### config.mk
export PLATFORM = sky130hd
export DESIGN_NAME = stream_rr_arbiter_flat
export DESIGN_NICKNAME = d
export VERILOG_FILES = /design/src/rtl/stream_arb_if.sv /design/src/rtl/stream_rr_arbiter.sv /design/src/flat_wrapper.sv
export SDC_FILE = /design/constraint.sdc
export NUM_CORES = 1
export LEC_CHECK = 0
export BUFFER_PORTS_ARGS = -buffer_cell sky130_fd_sc_hd__buf_4
export CORE_AREA = 2 2 52 90
export DETAILED_ROUTE_END_ITERATION = 12
export DIE_AREA = 0 0 54 92
export MAX_ROUTING_LAYER = met4
export PLACE_DENSITY = 0.65
export SLEW_MARGIN = 0
export SYNTH_ARGS = -nofsm -noshare
export SYNTH_HDL_FRONTEND = slang
export SYNTH_SLANG_ARGS = --single-unit
### constraint.sdc
create_clock -name clk -period 2.3 [get_ports clk]
set_input_delay 0.115 -clock clk [delete_from_list [all_inputs] [get_ports clk]]
set_output_delay 0.115 -clock clk [all_outputs]
set_load 0.02 [all_outputs]
### src/rtl/stream_arb_if.sv
// Valid/ready bundle between NREQ requesters, the round-robin arbiter and one downstream consumer.
// slave: arbiter side; master: environment side (requesters plus consumer).
interface stream_arb_if #(
    parameter int unsigned NREQ   = 4,
    parameter int unsigned DWIDTH = 8,
    parameter int unsigned IDW    = $clog2(NREQ)
);
    logic [NREQ*DWIDTH-1:0] i_data;
    logic [NREQ-1:0]        i_valid;
    logic [NREQ-1:0]        i_last;
    logic [NREQ-1:0]        o_ready;
    logic [DWIDTH-1:0]      o_data;
    logic                   o_last;
    logic [IDW-1:0]         o_id;
    logic                   o_valid;
    logic                   i_ready;

    modport slave (
        input  i_data, i_valid, i_last, i_ready,
        output o_ready, o_data, o_last, o_id, o_valid
    );

    modport master (
        output i_data, i_valid, i_last, i_ready,
        input  o_ready, o_data, o_last, o_id, o_valid
    );
endinterface

### src/rtl/stream_rr_arbiter.sv
// Round-robin arbiter merging NREQ valid/ready streams into one registered output via a main+skid stage.
// STREAM_ARB_LOCK_EN: hold the grant for a whole packet (through i_last) instead of re-arbitrating per beat.
module stream_rr_arbiter #(
    parameter int unsigned NREQ   = 4,
    parameter int unsigned DWIDTH = 8
) (
    input logic             clk,
    input logic             rstn,
    stream_arb_if.slave     bus
);
    localparam int unsigned IDW = $clog2(NREQ);

    typedef struct packed {
        logic [DWIDTH-1:0] data;
        logic              last;
        logic [IDW-1:0]    id;
    } beat_t;

    beat_t          main_q, main_d;
    beat_t          skid_q, skid_d;
    logic           main_vld_q, main_vld_d;
    logic           skid_vld_q, skid_vld_d;
    logic [IDW-1:0] ptr_q, ptr_d;

    logic [IDW-1:0] rr_gnt_c;
    logic           rr_vld_c;
    logic [IDW-1:0] gnt_c;
    logic           gnt_vld_c;
    logic [NREQ-1:0] ready_c;
    logic           accept_c;
    logic           drain_c;
    logic           adv_c;
    logic [IDW-1:0] ptr_next_c;
    beat_t          beat_c;

    // Search from ptr upward, wrapping modulo NREQ; first valid requester wins.
    always_comb begin
        int unsigned idx;
        rr_gnt_c = '0;
        rr_vld_c = 1'b0;
        idx      = 0;
        for (int unsigned i = 0; i < NREQ; i++) begin
            idx = 32'(ptr_q) + i;
            if (idx >= NREQ) idx = idx - NREQ;
            if (!rr_vld_c && bus.i_valid[IDW'(idx)]) begin
                rr_vld_c = 1'b1;
                rr_gnt_c = IDW'(idx);
            end
        end
    end

`ifdef STREAM_ARB_LOCK_EN
    typedef enum logic {ARB, LOCK} state_e;

    state_e         state_q, state_d;
    logic [IDW-1:0] lock_id_q, lock_id_d;

    // While locked the grant ignores i_valid, so the owner may pause mid-packet.
    always_comb begin
        gnt_c     = rr_gnt_c;
        gnt_vld_c = rr_vld_c;
        if (state_q == LOCK) begin
            gnt_c     = lock_id_q;
            gnt_vld_c = 1'b1;
        end
    end

    always_comb begin
        state_d   = state_q;
        lock_id_d = lock_id_q;
        adv_c     = accept_c && beat_c.last;
        if (accept_c) begin
            if (beat_c.last) begin
                state_d = ARB;
            end else begin
                state_d   = LOCK;
                lock_id_d = gnt_c;
            end
        end
    end

    always_ff @(posedge clk) begin
        if (!rstn) begin
            state_q   <= ARB;
            lock_id_q <= '0;
        end else begin
            state_q   <= state_d;
            lock_id_q <= lock_id_d;
        end
    end
`else
    always_comb begin
        gnt_c     = rr_gnt_c;
        gnt_vld_c = rr_vld_c;
        adv_c     = accept_c;
    end
`endif

    // Ready depends only on registered skid occupancy, never on i_ready.
    always_comb begin
        ready_c = '0;
        if (rstn && gnt_vld_c && !skid_vld_q) ready_c[gnt_c] = 1'b1;
    end

    assign bus.o_ready = ready_c;

    always_comb begin
        accept_c    = bus.i_valid[gnt_c] && ready_c[gnt_c];
        drain_c     = main_vld_q && bus.i_ready;
        beat_c.data = bus.i_data[32'(gnt_c) * DWIDTH +: DWIDTH];
        beat_c.last = bus.i_last[gnt_c];
        beat_c.id   = gnt_c;
        ptr_next_c  = (gnt_c == IDW'(NREQ - 1)) ? '0 : gnt_c + IDW'(1);
    end

    always_comb begin
        ptr_d = ptr_q;
        if (adv_c) ptr_d = ptr_next_c;
    end

    // Skid refills main on drain; accepts only happen while skid is empty.
    always_comb begin
        main_d     = main_q;
        main_vld_d = main_vld_q;
        skid_d     = skid_q;
        skid_vld_d = skid_vld_q;
        if (drain_c) main_vld_d = 1'b0;
        if (drain_c && skid_vld_q) begin
            main_d     = skid_q;
            main_vld_d = 1'b1;
            skid_vld_d = 1'b0;
        end
        if (accept_c) begin
            if (!main_vld_q || drain_c) begin
                main_d     = beat_c;
                main_vld_d = 1'b1;
            end else begin
                skid_d     = beat_c;
                skid_vld_d = 1'b1;
            end
        end
    end

    always_ff @(posedge clk) begin
        if (!rstn) begin
            main_q     <= '0;
            skid_q     <= '0;
            main_vld_q <= 1'b0;
            skid_vld_q <= 1'b0;
            ptr_q      <= '0;
        end else begin
            main_q     <= main_d;
            skid_q     <= skid_d;
            main_vld_q <= main_vld_d;
            skid_vld_q <= skid_vld_d;
            ptr_q      <= ptr_d;
        end
    end

    assign bus.o_data  = main_q.data;
    assign bus.o_last  = main_q.last;
    assign bus.o_id    = main_q.id;
    assign bus.o_valid = main_vld_q;

endmodule

### src/flat_wrapper.sv
// flat-port wrapper written by rule: the top's interface ports become plain ports
module stream_rr_arbiter_flat 
#(
    parameter int unsigned NREQ   = 4,
    parameter int unsigned DWIDTH = 8
)
  (clk, rstn, bus_i_data, bus_i_valid, bus_i_last, bus_i_ready, bus_o_ready, bus_o_data, bus_o_last, bus_o_id, bus_o_valid);
  stream_arb_if #(.NREQ(NREQ), .DWIDTH(DWIDTH)) bus_i ();
  input logic clk;
  input logic rstn;
  input wire logic [$bits(bus_i.i_data)-1:0] bus_i_data;
  input wire logic [$bits(bus_i.i_valid)-1:0] bus_i_valid;
  input wire logic [$bits(bus_i.i_last)-1:0] bus_i_last;
  input wire logic [$bits(bus_i.i_ready)-1:0] bus_i_ready;
  output wire logic [$bits(bus_i.o_ready)-1:0] bus_o_ready;
  output wire logic [$bits(bus_i.o_data)-1:0] bus_o_data;
  output wire logic [$bits(bus_i.o_last)-1:0] bus_o_last;
  output wire logic [$bits(bus_i.o_id)-1:0] bus_o_id;
  output wire logic [$bits(bus_i.o_valid)-1:0] bus_o_valid;
  assign bus_i.i_data = bus_i_data;
  assign bus_i.i_valid = bus_i_valid;
  assign bus_i.i_last = bus_i_last;
  assign bus_i.i_ready = bus_i_ready;
  assign bus_o_ready = bus_i.o_ready;
  assign bus_o_data = bus_i.o_data;
  assign bus_o_last = bus_i.o_last;
  assign bus_o_id = bus_i.o_id;
  assign bus_o_valid = bus_i.o_valid;
  stream_rr_arbiter #(.NREQ(NREQ), .DWIDTH(DWIDTH)) u_core (.clk(clk), .rstn(rstn), .bus(bus_i));
endmodule
==> results.txt <==
Each instance of the synthesized netlist takes up on average 9.83 µm². The clock-pin slew reported for the worst setup and hold paths after clock tree synthesis is 90 ps. The largest net degree at the start of global routing is 26. The number of routed nets with antenna violations came out at 0. In this run the clock root is driven by a clkbuf_8.

The hold-fix buffer count after cts is 0. The first routing iteration left 20 violations. The first-pass iteration count of the detailed router came out at 4. The synthesized-area fraction occupied by xor and xnor cells is 0%.

The core region is 0.00432 mm². For the pin with the worst max-slew slack, the measured transition is 535 ps. The analysis attributes to net switching a power of 0.720 mW.

The number of placed instances, taps included came out at 273. The via count of the first global-routing pass was roughly 1600. The total of flip-flops plus latches after synthesis is 26. The highest attainable clock frequency came out at around 450 MHz. The required time at the worst-slack endpoint is 2450 ps. The synthesized-area fraction occupied by ao, oa, aoi and oai cells is 24.2%. The finished layout holds 281 standard cells, fillers aside. The number of nets produced by synthesis came out at 210.

The number of instances in the synthesized netlist is 165. Along the worst path, the maximum fanout reaches 7. By area, the combinational part of the netlist is dominated by multiplexers. Summed over all cells, the static leakage comes to 0.999 nW. The fraction of power consumed by combinational cells came out at a little over half.

The adder-cell share of the synthesized area is 1.54%. The routed layout has 1536 vias. The clock tree from TritonCTS is done. The first global-routing pass estimated 7.07 mm of wire. By count the netlist is led by dfxtp_1 (26), mux2i_1 (23), mux2_2 (18).

The number of remaining DRC errors is 0. The combined area of all synthesized cells came out at 0.00162 mm². The aggregate global-route resource usage is between 10% and 20%. The number of CTS-inserted buffers is 3. The number of hold violations in the final report came out at 0.

The minimum hold slack came out at 148 ps. The internal power of the cells is 1.17 mW. The area share of the leading cell type in the synthesized netlist is approximately 32%. In the post-synthesis netlist, the biggest area contributors are dfxtp_1 (32%), mux2i_1 (14%), mux2_2 (13%), o311ai_1 (5.9%), o21ai_1 (4.9%). The class of the tightest hold or removal check is in -> reg. Once the floorplan was initialized, standard cells occupied 37.5% of the core. The number of nets in the finished design came out at 276. The share of post-route cells with drive strength above 1 came out at 49.1%.

In the synthesized netlist the dominant register cell turns out to be dfxtp_1. After synthesis, the share of flip-flops with an asynchronous set or reset is 0%. The clock network latency to the later pin of the worst-skew pair is around 270 ps. The final cycle utilization of the critical path came out at 95.9%. The accumulated negative setup slack is 0 ps.

The multiplexer share of the synthesized area came out at 26.7%. dfxtp_1 is the most common cell in the netlist. The final global-route overflow total came out at 0. The shortest period the worst path allows is 2210 ps.

The power density over the cells came out at 844 mW/mm². The share of synthesized cell area in and, or, nand and nor gates is under 10%. The type of the setup path with the least slack is reg -> reg. Setup repair after global routing could not meet its margin everywhere. The post-DP HPWL came out at 3.23 mm. The max-slew violation total from the final report came out at 0.

The number of core rows came out at 32. The number of antenna violations at the first check in global routing is 0. The count of synthesis-stage warnings from yosys is 0. During I/O placement, the number of pins put on the boundary was 59. Routability-driven placement finished with a final weighted congestion of 0.752. The area overhead of the layout relative to synthesis came out at 38.4%. Counting flops with a built-in enable in the synthesized netlist gives 0. The CTS H-tree depth is 1. The height of the die came out at between 90 and 100 µm. The peak supply drop is approximately 0.00046 V. The clock sink total came out at 26. Across the run, the number of max-cap violations was 0. STA classifies the critical path endpoint as a flop.

The worst setup skew after layout came out at 6.85 ps. The x dimension of the die is 54 µm. Of all cell types, the one taking the most synthesized area is dfxtp_1.

The arrival time of the worst setup path is 2350 ps. The number of distinct standard cells referenced by the synthesized netlist is 36. The worst setup path is launched from a flop. The share of total power dissipated in sequential elements is around a third. The share of power burned in the clock network is 13.7%. The fraction of power spent switching nets came out at between 30% and 40%. The total length of routed wires is 4.34 mm. The flow ran to the end, and the final reports show no timing, DRC or antenna violations. Setup violations remaining at the end of the flow were counted as 0.

The vias per cell is about 5.5. The number of antenna diodes in the final layout is 0. The sequential cell area fraction in the yosys report is 32.1%. Dividing the detail-routed wire length by the instance count gives approximately 15 µm. The worst pin sits at a relative slew slack of between 60% and 70%.

Buffers placed on the I/O ports in this run total 58. The die covers 0.00497 mm². In this run the deepest clock path goes through 2 buffers.

The layout filler cell count is 432.
[cell families (layout without fill, tap and decap cells)]
family,count (synthesis),after routing
AOI/OAI and AO/OA,54,54
muxes,41,41
DFF,26,26
buffers and inverters,22,87
and+or+nand+nor,20,20
adders and majority gates,2,2
[critical path, cell delays in order, from the launching register on]
cell	delay (ps)
dfxtp_4	400
mux2i_1	240
nor2_2	90
nor2_2	180
inv_1	100
ha_1	210
o21a_2	170
o311ai_2	310
buf_4	210
buf_4	130
o21ai_1	50
[state kept, by name, summed over array words and instances (netlist names)]
| name | count |
|---|---|
| u_core.skid_q | 11 |
| u_core.bus.o_data | 8 |
| u_core.bus.o_id | 2 |
| u_core.ptr_q | 2 |
| u_core.bus.o_last | 1 |
| u_core.bus.o_valid | 1 |
| u_core.skid_vld_q | 1 |
[layout by cell type (no fill, tap or decap), drive strengths merged]
cell    count
a31oi       1
clkbuf      4
a21oi       5
and2        1
nand3       3
mux2       18
a21o        1
o32ai       1
o311ai     19
nor2        3
ha          2
o21ai      22
a21boi      1
o31ai       2
o21a        1
nand2       4
nor4        1
dfxtp      26
or3         1
nor3        4
o22ai       1
nor2b       1
inv         8
nand2b      2
buf        75
mux2i      23
[timing repair]
item | CTS | global route
pin swaps | 1 | 2
buffers inserted | 1 | 3
cloned | 0 | 0
gates resized for setup | 0 | 6
endpoints found under the setup margin | 10 | 13
[per-layer routing]
| metal | up-vias | GRT usage (%) | routed length (µm) | share of wire (%) |
|---|---|---|---|---|
| li1 | 765 | - | - | - |
| met1 | 740 | 20.9 | 1720 | 39 |
| met2 | 27 | 34.9 | 2490 | 57 |
| met3 | 4 | 1.63 | 94 | 2.2 |
| met4 | 0 | 6.46 | 37 | 0.85 |
| met5 | - | - | 0 | 0 |
[power groups by stage]
stage | logic (mW) | clock network, mW | registers, mW
after floorplan | 0.602 | 0 | 0.690
after global placement | 0.966 | 0 | 0.621
final | 1.02 | 0.259 | 0.613
after CTS | 1.01 | 0.270 | 0.612
after global routing | 1.10 | 0.292 | 0.628
after detailed placement | 0.976 | 0 | 0.623
[final timing paths]
| kind | slack (ps) | startpoint | to | cells after the start |
|---|---|---|---|---|
| worst max register to register | 90 | u_core.ptr_q[1]$_SDFFE_PN0P_ | u_core.bus.o_data[5]$_SDFF_PN0_ | 10 |
| worst max-delay path | 90 | u_core.ptr_q[1]$_SDFFE_PN0P_ | u_core.bus.o_data[5]$_SDFF_PN0_ | 10 |
| worst min-delay path | 150 | rstn | u_core.bus.o_valid$_SDFF_PN0_ | 3 |
| worst min register to register | 470 | u_core.skid_q[5]$_SDFFE_PN0P_ | u_core.skid_q[5]$_SDFFE_PN0P_ | 2 |
[through the flow]
stage / total power [mW] / utilization, % / instance area, µm² / setup slack (ps)
after floorplan: 1.29 / - / 1660 / 0.324
after global placement: 1.59 / 49.7 / 2150 / 24.4
after global routing: 2.02 / 51.9 / 2240 / -38.6
after detailed placement: 1.60 / 49.7 / 2150 / -40.5
after CTS: 1.89 / 51.2 / 2220 / 27.0
final: 1.89 / 51.9 / 2240 / 93.3
[final cells by class]
type	instances	area (µm²)	area share, %
multi-input cells	117	1000	44.7
well taps	51	63.8	2.84
clock buffers	4	45.0	2.01
flip-flops and latches	26	524	23.4
inverters	8	32.5	1.45
repair buffers	75	576	25.6
Power figures use the tool's default switching activity.
